--- config.mk ---
export PLATFORM = sky130hd
export DESIGN_NAME = sr_cmd_debounce
export DESIGN_NICKNAME = d
export VERILOG_FILES = /design/src/rtl/sr_pkg.sv /design/src/rtl/sr_debounce.sv /design/src/rtl/sr_cmd_debounce.sv
export SDC_FILE = /design/constraint.sdc
export NUM_CORES = 1
export LEC_CHECK = 0
export CAP_MARGIN = 0
export CELL_PAD_IN_SITES_DETAIL_PLACEMENT = 1
export CELL_PAD_IN_SITES_GLOBAL_PLACEMENT = 1
export CORE_UTILIZATION = 35
export CTS_CLUSTER_DIAMETER = 30
export CTS_CLUSTER_SIZE = 14
export DETAILED_ROUTE_END_ITERATION = 10
export DONT_BUFFER_PORTS = 1
export PLACE_DENSITY_LB_ADDON = 0.2
export SETUP_SLACK_MARGIN = 0.05
export SYNTH_ARGS = -nofsm -noshare
export SYNTH_HDL_FRONTEND = slang
export SYNTH_SLANG_ARGS = --single-unit
--- constraint.sdc ---
create_clock -name clk -period 2.1 [get_ports clk]
set_clock_uncertainty 0.05 [all_clocks]
set_input_delay 0.525 -clock clk [delete_from_list [all_inputs] [get_ports clk]]
set_output_delay 0.525 -clock clk [all_outputs]
set_load 0.03 [all_outputs]
--- src/rtl/sr_pkg.sv ---
// Shared types and command encodings for the SR flip-flop and its upstream command stage.
// Latency: n/a (declarations only).
// Backpressure: n/a.
package sr_pkg;

    // Per-channel debounce state. *_LO and *_HI give the accepted level.
    // WAIT_* means a change is being qualified.
    typedef enum logic [1:0] {
        IDLE_LO = 2'd0,
        WAIT_HI = 2'd1,
        IDLE_HI = 2'd2,
        WAIT_LO = 2'd3
    } deb_state_t;

    // {s, r} command encodings. The flip-flop's case decode uses the same values.
    localparam logic [1:0] SR_CMD_SET  = 2'b10;
    localparam logic [1:0] SR_CMD_RST  = 2'b01;
    localparam logic [1:0] SR_CMD_HOLD = 2'b00;

endpackage

--- src/rtl/sr_debounce.sv ---
// One push-button channel: 2-flop synchronizer, debounce FSM, and a rising-edge strobe.
// Latency: the strobe rises DEBOUNCE_CYCLES+2 edges after the raw input settles high.
// Backpressure: none; the strobe is a single-cycle, fire-and-forget signal.
//
// Ports: clk, reset (async active-low), btn_raw (async bouncing input),
//        lvl (debounced level), rise (1-cycle strobe on an accepted low->high change).
module sr_debounce
    import sr_pkg::*;
#(
    parameter int unsigned DEBOUNCE_CYCLES = 16
) (
    input  logic clk,
    input  logic reset,
    input  logic btn_raw,
    output logic lvl,
    output logic rise
);

    localparam int unsigned CNT_W = (DEBOUNCE_CYCLES > 1) ? $clog2(DEBOUNCE_CYCLES) : 1;
    localparam logic [CNT_W-1:0] CNT_LAST = CNT_W'(DEBOUNCE_CYCLES - 1);

    logic [1:0]       sync_q, sync_d;
    deb_state_t       state_q, state_d;
    logic [CNT_W-1:0] cnt_q, cnt_d;
    logic             rise_q, rise_d;
    logic             sync_bit;

    assign sync_bit = sync_q[1];

    always_comb begin
        sync_d  = {sync_q[0], btn_raw};
        state_d = state_q;
        cnt_d   = cnt_q;
        rise_d  = 1'b0;
        case (state_q)
            IDLE_LO: begin
                if (sync_bit) begin
                    state_d = WAIT_HI;
                    cnt_d   = '0;
                end
            end
            WAIT_HI: begin
                if (!sync_bit) begin
                    state_d = IDLE_LO;
                    cnt_d   = '0;
                end else if (cnt_q == CNT_LAST) begin
                    state_d = IDLE_HI;
                    cnt_d   = '0;
                    rise_d  = 1'b1;
                end else begin
                    cnt_d = cnt_q + CNT_W'(1);
                end
            end
            IDLE_HI: begin
                if (!sync_bit) begin
                    state_d = WAIT_LO;
                    cnt_d   = '0;
                end
            end
            WAIT_LO: begin
                if (sync_bit) begin
                    state_d = IDLE_HI;
                    cnt_d   = '0;
                end else if (cnt_q == CNT_LAST) begin
                    // A release is accepted silently. Only presses generate commands.
                    state_d = IDLE_LO;
                    cnt_d   = '0;
                end else begin
                    cnt_d = cnt_q + CNT_W'(1);
                end
            end
            default: begin
                state_d = IDLE_LO;
                cnt_d   = '0;
            end
        endcase
    end

    always_ff @(posedge clk or negedge reset) begin
        if (!reset) begin
            sync_q  <= '0;
            state_q <= IDLE_LO;
            cnt_q   <= '0;
            rise_q  <= 1'b0;
        end else begin
            sync_q  <= sync_d;
            state_q <= state_d;
            cnt_q   <= cnt_d;
            rise_q  <= rise_d;
        end
    end

    // The level is decoded from the state register, so it changes on the same edge as the strobe.
    assign lvl  = (state_q == IDLE_HI) || (state_q == WAIT_LO);
    assign rise = rise_q;

endmodule

--- src/rtl/sr_cmd_debounce.sv ---
// Command stage in front of the SR flip-flop: debounces the set/reset buttons and issues exclusive 1-cycle s/r pulses.
// Latency: s/r rise DEBOUNCE_CYCLES+3 edges after a clean press; set_lvl/rst_lvl lead s/r by one cycle.
// Backpressure: none; the flip-flop consumes every pulse in the cycle it appears.
//
// Ports: clk, reset (async active-low), set_btn/rst_btn (raw buttons),
//        s/r (registered command pulses, never both high), conflict (both pressed in the same cycle),
//        set_lvl/rst_lvl (debounced levels).
// Build option SR_RESET_PRIO_EN: when it is defined, a simultaneous press issues r. Otherwise both
// commands are dropped. conflict is flagged in either build.
module sr_cmd_debounce
    import sr_pkg::*;
#(
    parameter int unsigned DEBOUNCE_CYCLES = 16
) (
    input  logic clk,
    input  logic reset,
    input  logic set_btn,
    input  logic rst_btn,
    output logic s,
    output logic r,
    output logic conflict,
    output logic set_lvl,
    output logic rst_lvl
);

    logic       set_rise, rst_rise;
    logic [1:0] cmd_q, cmd_d;
    logic       conflict_q, conflict_d;

    sr_debounce #(.DEBOUNCE_CYCLES(DEBOUNCE_CYCLES)) u_set_deb (
        .clk     (clk),
        .reset   (reset),
        .btn_raw (set_btn),
        .lvl     (set_lvl),
        .rise    (set_rise)
    );

    sr_debounce #(.DEBOUNCE_CYCLES(DEBOUNCE_CYCLES)) u_rst_deb (
        .clk     (clk),
        .reset   (reset),
        .btn_raw (rst_btn),
        .lvl     (rst_lvl),
        .rise    (rst_rise)
    );

    // cmd_d only ever takes the SET, RST or HOLD encodings, so the flip-flop's invalid 11 case is unreachable.
    always_comb begin
        cmd_d      = SR_CMD_HOLD;
        conflict_d = 1'b0;
        case ({set_rise, rst_rise})
            2'b10: cmd_d = SR_CMD_SET;
            2'b01: cmd_d = SR_CMD_RST;
            2'b11: begin
                conflict_d = 1'b1;
`ifdef SR_RESET_PRIO_EN
                cmd_d = SR_CMD_RST;
`else
                cmd_d = SR_CMD_HOLD;
`endif
            end
            default: cmd_d = SR_CMD_HOLD;
        endcase
    end

    always_ff @(posedge clk or negedge reset) begin
        if (!reset) begin
            cmd_q      <= SR_CMD_HOLD;
            conflict_q <= 1'b0;
        end else begin
            cmd_q      <= cmd_d;
            conflict_q <= conflict_d;
        end
    end

    assign s        = cmd_q[1];
    assign r        = cmd_q[0];
    assign conflict = conflict_q;

endmodule

### Yosys cells after proc, flatten, opt, wreduce, memory -nomap -nowiden

Cells that the tools add are included.
W data, S select, Z words.

* $add $sub $neg: 2
* equality and inequality tests: 19
* mux-type cells: 34
* reductions and logical operators: 8

Operators with widths (count)
* $mux W4: 10
* $pmux W4 S4: 2
* $mux W2: 12
* $pmux W2 S4: 2
* $eq A2 B2 Y1 const B: 6
* $add A4 B1 Y4 const B: 2
* $eq A4 B4 Y1 const B: 2
* $reduce_and A4 Y1: 2
* $mux W1: 7
* $eq A2 B1 Y1 const B: 3
* $ne A3 B1 Y1 const B: 2
* $ne A3 B3 Y1 const B: 2
* $logic_not A2 Y1: 2
* $ne A2 B1 Y1 const B: 2
* $ne A2 B2 Y1 const B: 2
* $pmux W2 S2: 1
* $reduce_and A2 Y1: 2
* $logic_or A1 B1 Y1: 2

* bits in registers: 21
* input port bits: 4
* output and inout port bits: 5
* word-level logic and storage cells: 73

### Logic depth before layout (Yosys ltp)

Gate-level depths: netlist of run 1.

* depth after elaboration: 4
* depth in mapped cells: 4
* depth with buffers taken out: 4

### Hierarchy

From an unflattened synthesis of run 1, not the netlist that was laid out.

* cell total of the unflattened synthesis: 74
* area, all modules: 902.1 µm²

By module, submodules not included
* sr_debounce at u_rst_deb: times used 1, cells each 36, area each 405.4 µm², seq. area each 225.2 µm²
* sr_debounce at u_set_deb: times used 1, cells each 32, area each 399.1 µm², seq. area each 225.2 µm²
* sr_cmd_debounce: times used 1, cells each 6, area each 97.6 µm², seq. area each 75.1 µm²

### Worst setup path before layout of run 1

Ideal clock, no wire load.

* path kind: register -> output
* start point: register (tool-made name)
* end point: output rst_lvl
* arrival time: 1.131 ns
* data required time: 1.525 ns
* slack: 0.394 ns
* stages on the path, launching flop included: 2
* path buffers: 1
* path through: dfrtp_1 dlygate4sd3_1

RTL lines
* to (decl): line sr_cmd_debounce.sv:23 `output logic rst_lvl`

==> flow_summary.json, run 1 <==
{
  "outcome": "finished, final reports clean",
  "numClockSinks": 21,
  "cts_max_path_buffers": 2,
  "crit_fanout": 8,
  "post_cts_buffers": 0,
  "cp_data_required_time_ps": 2240,
  "synth_top_flop_cell": "dfrtp_1",
  "place_area_sq_um": 926,
  "via_per_inst": 5.33,
  "crit_slowest_cell": "dfrtp_1",
  "vdd_drop_max_uv": 398,
  "max_stage_delay_ps": 550,
  "hold_path.class": "input pin to flop",
  "wl_mm": 1.52,
  "synthAdderAreaFrac": 0.0276,
  "drive_above_1_share": 0.137,
  "fin_crit_sh": 0.772,
  "drv_slew": 0,
  "synth_top_family_by_area": "simple AND/OR/NAND/NOR gates",
  "slew_headroom": 0.379,
  "r2r_cells": 3,
  "clk_latency_ps": 300,
  "nFillCells": 257,
  "io_buffers": 0,
  "combPwrFrac": 0.079,
  "synth_top_area_frac": 0.579,
  "async_reset_ff_frac": 1.00,
  "grt_overflow_total": 0,
  "row_count": 18,
  "synth-simple-area-share": 0.170,
  "min_path_cells": 0,
  "gp_congestion": 0.783,
  "detail_route.first_pass.iterations": 4,
  "grt_pass1_vias": 561,
  "die_y_microns": 52.9,
  "ys_warn_count": 0,
  "yosys.area_share.xor_xnor": 0.0455,
  "finalSetupTns_ps": 0,
  "grt_max_degree": 22,
  "p_int_mw": 0.520,
  "power_frac_clock": 0.276,
  "path_clk_slew_ps": 110,
  "routedWlPerCell_microns": 14.8,
  "start_kind": "flop",
  "detailed_place_hpwl_mm": 1.04,
  "rrSetupSlack_ps": 480,
  "synth-seq-cells": 21,
  "coreArea_sq_um": 2450,
  "max_freq_ghz": 0.617,
  "antenna_found_initial": 0,
  "fin_nets": 80,
  "final.min_clock_period_ps": 1620,
  "io_pins": 9,
  "hold_violations": 0,
  "path_buf_inv": 0,
  "fin_area_sq_um": 963,
  "synthTopCellsByArea": "dfrtp_1 (58%), a22o_1 (2.9%), ha_1 (2.8%), nor2b_1 (2.8%), mux2_2 (2.5%)",
  "maxCapViolCount": 0,
  "synth_compound_area_frac": 0.124,
  "synth_top_cell_by_area": "dfrtp_1",
  "leakage_nw": 0.457,
  "diodes": 0,
  "synth_area_per_cell_sq_um": 12.8,
  "syn_nets": 77,
  "worst-setup-path-type": "flop to flop",
  "cts_tree": "done",
  "crit_arrival_ps": 1770,
  "drc_errors": 0,
  "sw_frac_of_total": 0.245,
  "setup_viol": 0,
  "netlist-cell-type-count": 34,
  "h-tree-depth": 1,
  "root_buffer": "clkbuf_4",
  "switching_power_mw": 0.169,
  "p_seq_frac": 0.645,
  "synthMuxAreaShare": 0.0248,
  "cts_inserted_buffers": 3,
  "grt_pass1_wl_mm": 2.60,
  "die_area_sq_um": 2800,
  "syn-instance-count": 71,
  "tightestPinTransition_ps": 928,
  "mappedNetlistArea_sq_um": 907,
  "synth-edff-count": 0,
  "grtUsageTotal": 0.132,
  "start_util": 0.370,
  "die_w_microns": 52.9,
  "synth.yosys.seq_area_share": 0.579,
  "syn_to_final_growth_pct": 6.21,
  "powerDensity_nw_per_um2": 715,
  "drtAntennaViolNets": 0,
  "cp.depth": 3,
  "cp-end-kind": "flop",
  "power_mw": 0.688,
  "drt_iter0_markers": 2,
  "crit_family": "flip-flops",
  "crit_chain": "xnor2_2, and4bb_1, a221o_1",
  "vias": 549,
  "rsz0062_at_grt": "false"
}
-- synth_stat cells, types with 2 or more instances --
cell type   n
and2_1      2
a22o_1      3
inv_1       2
ha_1        2
nor3_1      2
nand2_1     2
mux2_2      2
dfrtp_1    21
nor2_1      2
nand4_1     3
nand3_1     3
nor3b_1     2
nor2b_1     4
-- state kept, by name, indices dropped and copies added (netlist names), named ones only --
| name | flops |
|---|---|
| u_rst_deb.cnt_q | 4 |
| u_set_deb.cnt_q | 4 |
| cmd_q | 2 |
| u_rst_deb.sync_q | 2 |
| u_set_deb.sync_q | 2 |
| conflict | 1 |
| u_rst_deb.rise | 1 |
| u_rst_deb.state_q | 1 |
| u_set_deb.rise | 1 |
| u_set_deb.state_q | 1 |
-- layer usage --
metal,up-vias,GRT usage,share of wire,wire [microns]
li1,263,-,-,-
met1,274,0.156,0.46,704
met4,0,0.0263,0.0053,8
met2,10,0.224,0.50,756
met5,-,0,0,0
met3,2,0.0546,0.034,51
-- cells by family (layout without fill, tap and decap cells) --
kind of cell,Yosys count,after routing
compound gates,14,14
xor+xnor,3,3
fa+ha+maj,2,2
buf+inv,5,7
flops,21,21
mux,2,2
simple gates,24,24
-- worst register-to-register path: cells and delay by family (launching register included) --
family                    cells  cell delay [ps]
AOI/OAI and AO/OA             1              250
xor gates and xnor gates      1              400
DFF                           1              550
and+or+nand+nor               1              270
-- power groups by stage --
stage                     registers (mW)  logic [mW]  clock network, mW
after global routing               0.449      0.0631              0.220
after global placement             0.452      0.0447                  0
after detailed placement           0.452      0.0464                  0
after CTS                          0.444      0.0560              0.204
after floorplan                    0.445      0.0424                  0
final                              0.444      0.0544              0.190
-- layout make-up --
cell class                 instances  area [sq um]  area share
inverter                           2          7.51     0.00779
clock buffer                       3          22.5      0.0234
timing repair buffer               1          10.0      0.0104
multi-input combinational         45           355       0.369
tap                               30          37.5      0.0390
clock inverter                     1          5.00     0.00519
sequential                        21           526       0.545
-- path summary, 6_finish.rpt --
path | end | from
worst max-delay path | u_rst_deb.cnt_q[2]$_DFFE_PN0P_ | flop
worst min-delay path | u_rst_deb.sync_q[0]$_DFF_PN0_ | rst_btn
worst max register to register | u_rst_deb.cnt_q[2]$_DFFE_PN0P_ | flop
worst min register to register | u_rst_deb.sync_q[1]$_DFF_PN0_ | u_rst_deb.sync_q[0]$_DFF_PN0_
max in group asynchronous | u_set_deb.cnt_q[2]$_DFFE_PN0P_ | reset
min in group asynchronous | u_set_deb.cnt_q[1]$_DFFE_PN0P_ | reset
-- through the flow --
stage	setup WS [ps]	util	hold WS, ps	cells
global placement	548	0.377	180	98
detailed placement	499	0.377	180	98
floorplan	394	-	179	71
finish	479	0.392	189	103
global route	413	0.392	153	103
CTS	470	0.392	167	103
-- repair_timing --
| item | in CTS | in global routing |
|---|---|---|
| resized for setup | 0 | 0 |
| endpoints found under the hold margin | 21 | 0 |
| hold buffers | 1 | 0 |
-- cells in the final DEF (no fill, tap or decap), drive strengths merged, types with 2 or more instances in the layout --
cell type,n
nor2,2
nor2b,5
nand3,3
xnor2,2
inv,2
mux2,2
nand2,2
clkbuf,3
and2,2
nor3,2
ha,2
a22o,3
nand4,3
nor3b,2
dfrtp,21
Power figures use the tool's default switching activity.
==> run 2: changes to the inputs <==
==> constraint.sdc (replaced) <==
create_clock -name clk -period 1.7 [get_ports clk]
set_clock_uncertainty 0.05 [all_clocks]
set_input_delay 0.425 -clock clk [delete_from_list [all_inputs] [get_ports clk]]
set_output_delay 0.425 -clock clk [all_outputs]
set_load 0.03 [all_outputs]
==> flow_summary.json, run 2 (synthesis results as in run 1) <==
{
  "cts_inserted_buffers": 3,
  "ctsResizeCount": 0,
  "regArea_sq_um": 526,
  "h-tree-depth": 1,
  "crit_chain": "buf_4",
  "grtUsageTotal": 0.130,
  "drv_slew": 0,
  "hold_violations": 0,
  "detailed_place_hpwl_mm": 1.05,
  "fin_nets": 82,
  "grt_pass1_vias": 547,
  "outcome": "finished, final reports clean",
  "setup_viol": 0,
  "die_w_microns": 52.9,
  "hold_path_end": "u_rst_deb.sync_q[0]$_DFF_PN0_",
  "root_buffer": "clkbuf_4",
  "post_cts_buffers": 0,
  "path_clk_slew_ps": 110,
  "final_common_cell": "dfrtp_1",
  "final.min_clock_period_ps": 1420,
  "drc_errors": 0,
  "row_count": 18,
  "start_kind": "flop",
  "crit_fanout": 4,
  "r2r_cells": 3,
  "nFillCells": 263,
  "fin_crit_sh": 0.836,
  "max_stage_delay_ps": 450,
  "reg_top3": "u_rst_deb.cnt_q (4), u_set_deb.cnt_q (4)",
  "wl_mm": 1.50,
  "antenna_found_initial": 0,
  "cts_tree": "done",
  "path_buf_inv": 1,
  "worstReg2RegEnd": "u_rst_deb.cnt_q[2]$_DFFE_PN0P_",
  "layout_common_cells": "dfrtp_1 (21), nor2b_1 (4)",
  "io_pins": 9,
  "coreArea_sq_um": 2450,
  "maxCapViolCount": 0,
  "diodes": 0,
  "powerDensity_nw_per_um2": 878,
  "numClockSinks": 21,
  "gp_congestion": 0.788,
  "min_path_cells": 0,
  "io_buffers": 0,
  "detail_route.first_pass.iterations": 4,
  "slew_headroom": 0.359,
  "vdd_drop_max_uv": 512,
  "die_area_sq_um": 2800,
  "hold_ws_ps": 92.5,
  "syn_to_final_growth_pct": 7.72,
  "max_freq_ghz": 0.703,
  "fin_util": 0.398,
  "leakage_nw": 0.465,
  "multi_input_area_sq_um": 355,
  "worst-setup-path-type": "flop to output pin",
  "tightestPinTransition_ps": 958,
  "hold_path.class": "input pin to flop",
  "crit_slowest_cell": "dfrtp_1",
  "finalSetupTns_ps": 0,
  "rsz0062_at_grt": "false",
  "fin_area_sq_um": 977,
  "drtAntennaViolNets": 0,
  "cts_max_path_buffers": 2,
  "die_y_microns": 52.9,
  "cp_data_required_time_ps": 1220,
  "min_from": "rst_btn",
  "drt_iter0_markers": 6,
  "grt_overflow_total": 0,
  "routedWlPerCell_microns": 14.2,
  "grt_max_degree": 22,
  "rrSetupSlack_ps": 290,
  "power_mw": 0.858,
  "vias": 561,
  "crit_arrival_ps": 950,
  "crit_family": "flip-flops",
  "grt_pass1_wl_mm": 2.52,
  "drive_above_1_share": 0.147,
  "cp-end-kind": "output pin",
  "place_area_sq_um": 941,
  "via_per_inst": 5.34,
  "start_util": 0.370,
  "clk_latency_ps": 300
}
-- run 2: cell types whose count changed in the layout (fill, tap and decap cells not counted) --
cell      previous run  this run
clkinv_2             1         0
clkbuf_1             0         1
buf_4                0         2
-- run 2: layer usage --
layer / vias up / global-route usage / share of wire
met1: 281 / 0.162 / 0.51
met5: - / 0 / 0
met3: 2 / 0.0517 / 0.037
li1: 268 / - / -
met2: 10 / 0.207 / 0.44
met4: 0 / 0.0395 / 0.0087
-- run 2: layout make-up --
type | count | share of cell area
Multi-Input combinational cell | 45 | 0.364
Sequential cell | 21 | 0.538
Timing Repair Buffer | 3 | 0.0256
Inverter | 2 | 0.00768
Clock buffer | 4 | 0.0269
Tap cell | 30 | 0.0384
-- run 2: repair_timing --
| action | CTS | global route |
|---|---|---|
| endpoints found under the hold margin | 21 | 0 |
| endpoints found under the setup margin | 0 | 0 |
| hold buffers | 1 | 0 |
-- run 2: through the flow --
step	setup WS, ps	cells
floorplan	94.0	71
global placement	332	100
detailed placement	289	100
CTS	267	105
global route	141	105
finish	278	105
-- run 2: where the power goes --
group	switching [mW]	total, mW	leakage [nW]	internal (mW)
Clock	0.148	0.239	0.0150	0.0914
Combinational	0.0359	0.0697	0.174	0.0338
Sequential	0.0278	0.549	0.276	0.521
-- run 2: worst max path at each step --
stage / from / endpoint / slack (ps) / cells after the start
finish: flop / set_lvl / 280 / 1
global route: reset / async pin / 140 / 1
CTS: flop / set_lvl / 270 / 1
detailed placement: flop / u_rst_deb.cnt_q[2]$_DFFE_PN0P_ / 290 / 3
global placement: flop / u_rst_deb.cnt_q[2]$_DFFE_PN0P_ / 330 / 3
floorplan: flop / rst_lvl / 90 / 1
==> run 3: changes to the inputs <==
==> constraint.sdc (replaced) <==
create_clock -name clk -period 1.2 [get_ports clk]
set_clock_uncertainty 0.05 [all_clocks]
set_input_delay 0.3 -clock clk [delete_from_list [all_inputs] [get_ports clk]]
set_output_delay 0.3 -clock clk [all_outputs]
set_load 0.03 [all_outputs]
==> flow_summary.json, run 3 (synthesis results as in run 1) <==
{
  "outcome": "complete, but fails checks",
  "violations": "negative setup slack",
  "grtUsageTotal": 0.152,
  "final.min_clock_period_ps": 1360,
  "path_clk_slew_ps": 130,
  "drc_errors": 0,
  "numClockSinks": 21,
  "grt_max_degree": 22,
  "drv_slew": 0,
  "coreArea_sq_um": 2450,
  "cp-end-kind": "flop",
  "syn_to_final_growth_pct": 30.3,
  "gp_congestion": 0.714,
  "cts_max_path_buffers": 2,
  "h-tree-depth": 1,
  "start_util": 0.370,
  "cp_data_required_time_ps": 1350,
  "drt_iter0_markers": 5,
  "crit_arrival_ps": 1510,
  "antenna_found_initial": 0,
  "tightestPinTransition_ps": 923,
  "maxCapViolCount": 0,
  "detail_route.first_pass.iterations": 4,
  "grt_pass1_wl_mm": 2.91,
  "io_buffers": 0,
  "die_area_sq_um": 2800,
  "max_freq_ghz": 0.735,
  "grtUsageMet3": 0.0259,
  "grt.busiest_layer": "met2",
  "setup_viol": 12,
  "routedWlPerCell_microns": 14.6,
  "row_count": 18,
  "worstReg2RegEnd": "u_rst_deb.cnt_q[2]$_DFFE_PN0P_",
  "grt_overflow_total": 0,
  "rrSetupSlack_ps": -160,
  "die_y_microns": 52.9,
  "drive_above_1_share": 0.435,
  "r2r_cells": 3,
  "use_met1": 0.184,
  "vdd_drop_max_uv": 747,
  "power_mw": 1.28,
  "cts_tree": "done",
  "fin_nets": 99,
  "nFillCells": 254,
  "powerDensity_nw_per_um2": 1080,
  "fin_crit_sh": 1.13,
  "detailed_place_hpwl_mm": 1.25,
  "die_w_microns": 52.9,
  "vias": 637,
  "reg_top3": "u_rst_deb.cnt_q (4), u_set_deb.cnt_q (4)",
  "grt_pass1_vias": 653,
  "cts_inserted_buffers": 3,
  "clk_latency_ps": 310,
  "io_pins": 9,
  "diodes": 0,
  "grtUsageMet2": 0.251,
  "pre_cts_slack_ps": -128,
  "slew_headroom": 0.384,
  "drtAntennaViolNets": 0,
  "stdcell_count": 122,
  "wl_mm": 1.78,
  "worst-setup-path-type": "flop to flop",
  "rsz0062_at_grt": "true",
  "hold_violations": 0,
  "root_buffer": "clkbuf_4",
  "layout_common_cells": "dfrtp_1 (17), buf_4 (15), nor2b_1 (4), dfrtp_2 (4)",
  "crit_fanout": 6,
  "leakage_nw": 0.557,
  "placed_cells": 109,
  "final_common_cell": "dfrtp_1",
  "hold_path.class": "input pin to async pin",
  "fin_ws_ps": -161,
  "start_kind": "flop",
  "via_per_inst": 5.22
}
[run 3: cell types whose count changed in the layout (fill, tap and decap cells not counted), sizes merged]
cell,before,now
buf,2,17
clkbuf,4,3
clkinvlp,0,1
dlygate4sd3,1,2
dlymetal6s4s,0,1
[run 3: worst max-delay path, cell delays in order (launching register included)]
cell      delay (ps)
dfrtp_1          440
xnor2_2          280
and4bb_1         230
a221o_1          250
[run 3: layout make-up]
type                            count  area (sq um)  area share
Multi-Input combinational cell     45           409       0.346
Clock buffer                        3          22.5      0.0190
Clock inverter                      1          7.51     0.00635
Tap cell                           30          37.5      0.0317
Sequential cell                    21           531       0.449
Inverter                            2          7.51     0.00635
Timing Repair Buffer               20           168       0.142
[run 3: per-layer routing]
metal,vias to the layer above,wire length [microns]
met5,-,0
met4,0,51
met3,5,40
met2,12,914
met1,315,773
li1,305,-
[run 3: worst max-delay path by stage]
stage	startpoint	end	slack [ps]	depth (start not counted)
floorplan	u_rst_deb.sync_q[1]$_DFF_PN0_	u_rst_deb.cnt_q[2]$_DFFE_PN0P_	-100	3
global placement	u_rst_deb.sync_q[1]$_DFF_PN0_	u_rst_deb.cnt_q[2]$_DFFE_PN0P_	-80	3
detailed placement	u_rst_deb.sync_q[1]$_DFF_PN0_	u_rst_deb.cnt_q[2]$_DFFE_PN0P_	-130	3
CTS	u_rst_deb.sync_q[1]$_DFF_PN0_	u_rst_deb.cnt_q[2]$_DFFE_PN0P_	-140	3
global route	flop	u_rst_deb.cnt_q[2]$_DFFE_PN0P_	-220	3
finish	flop	u_rst_deb.cnt_q[2]$_DFFE_PN0P_	-160	3
[run 3: stage by stage]
stage | util | setup TNS [ps] | cell area [sq um] | hold WS [ps]
final | 0.482 | -786 | 1180 | 127
after global routing | 0.482 | -1620 | 1180 | 206
after CTS | 0.467 | -1720 | 1150 | 316
after detailed placement | 0.413 | -440 | 1010 | -45.2
after global placement | 0.413 | -181 | 1010 | -45.1
after floorplan | - | -104 | 911 | -45.6
[run 3: what timing repair did]
item,CTS,global route
pin swaps,6,5
buffers inserted,4,2
endpoints found under the hold margin,23,0
resized for setup,12,5
hold buffers,3,0
endpoints found under the setup margin,16,39
[run 3: power by group]
part	switching, mW	total (mW)	internal (mW)
clock network	0.223	0.351	0.127
logic	0.0683	0.153	0.0846
registers	0.0375	0.776	0.739
total	0.329	1.28	0.951
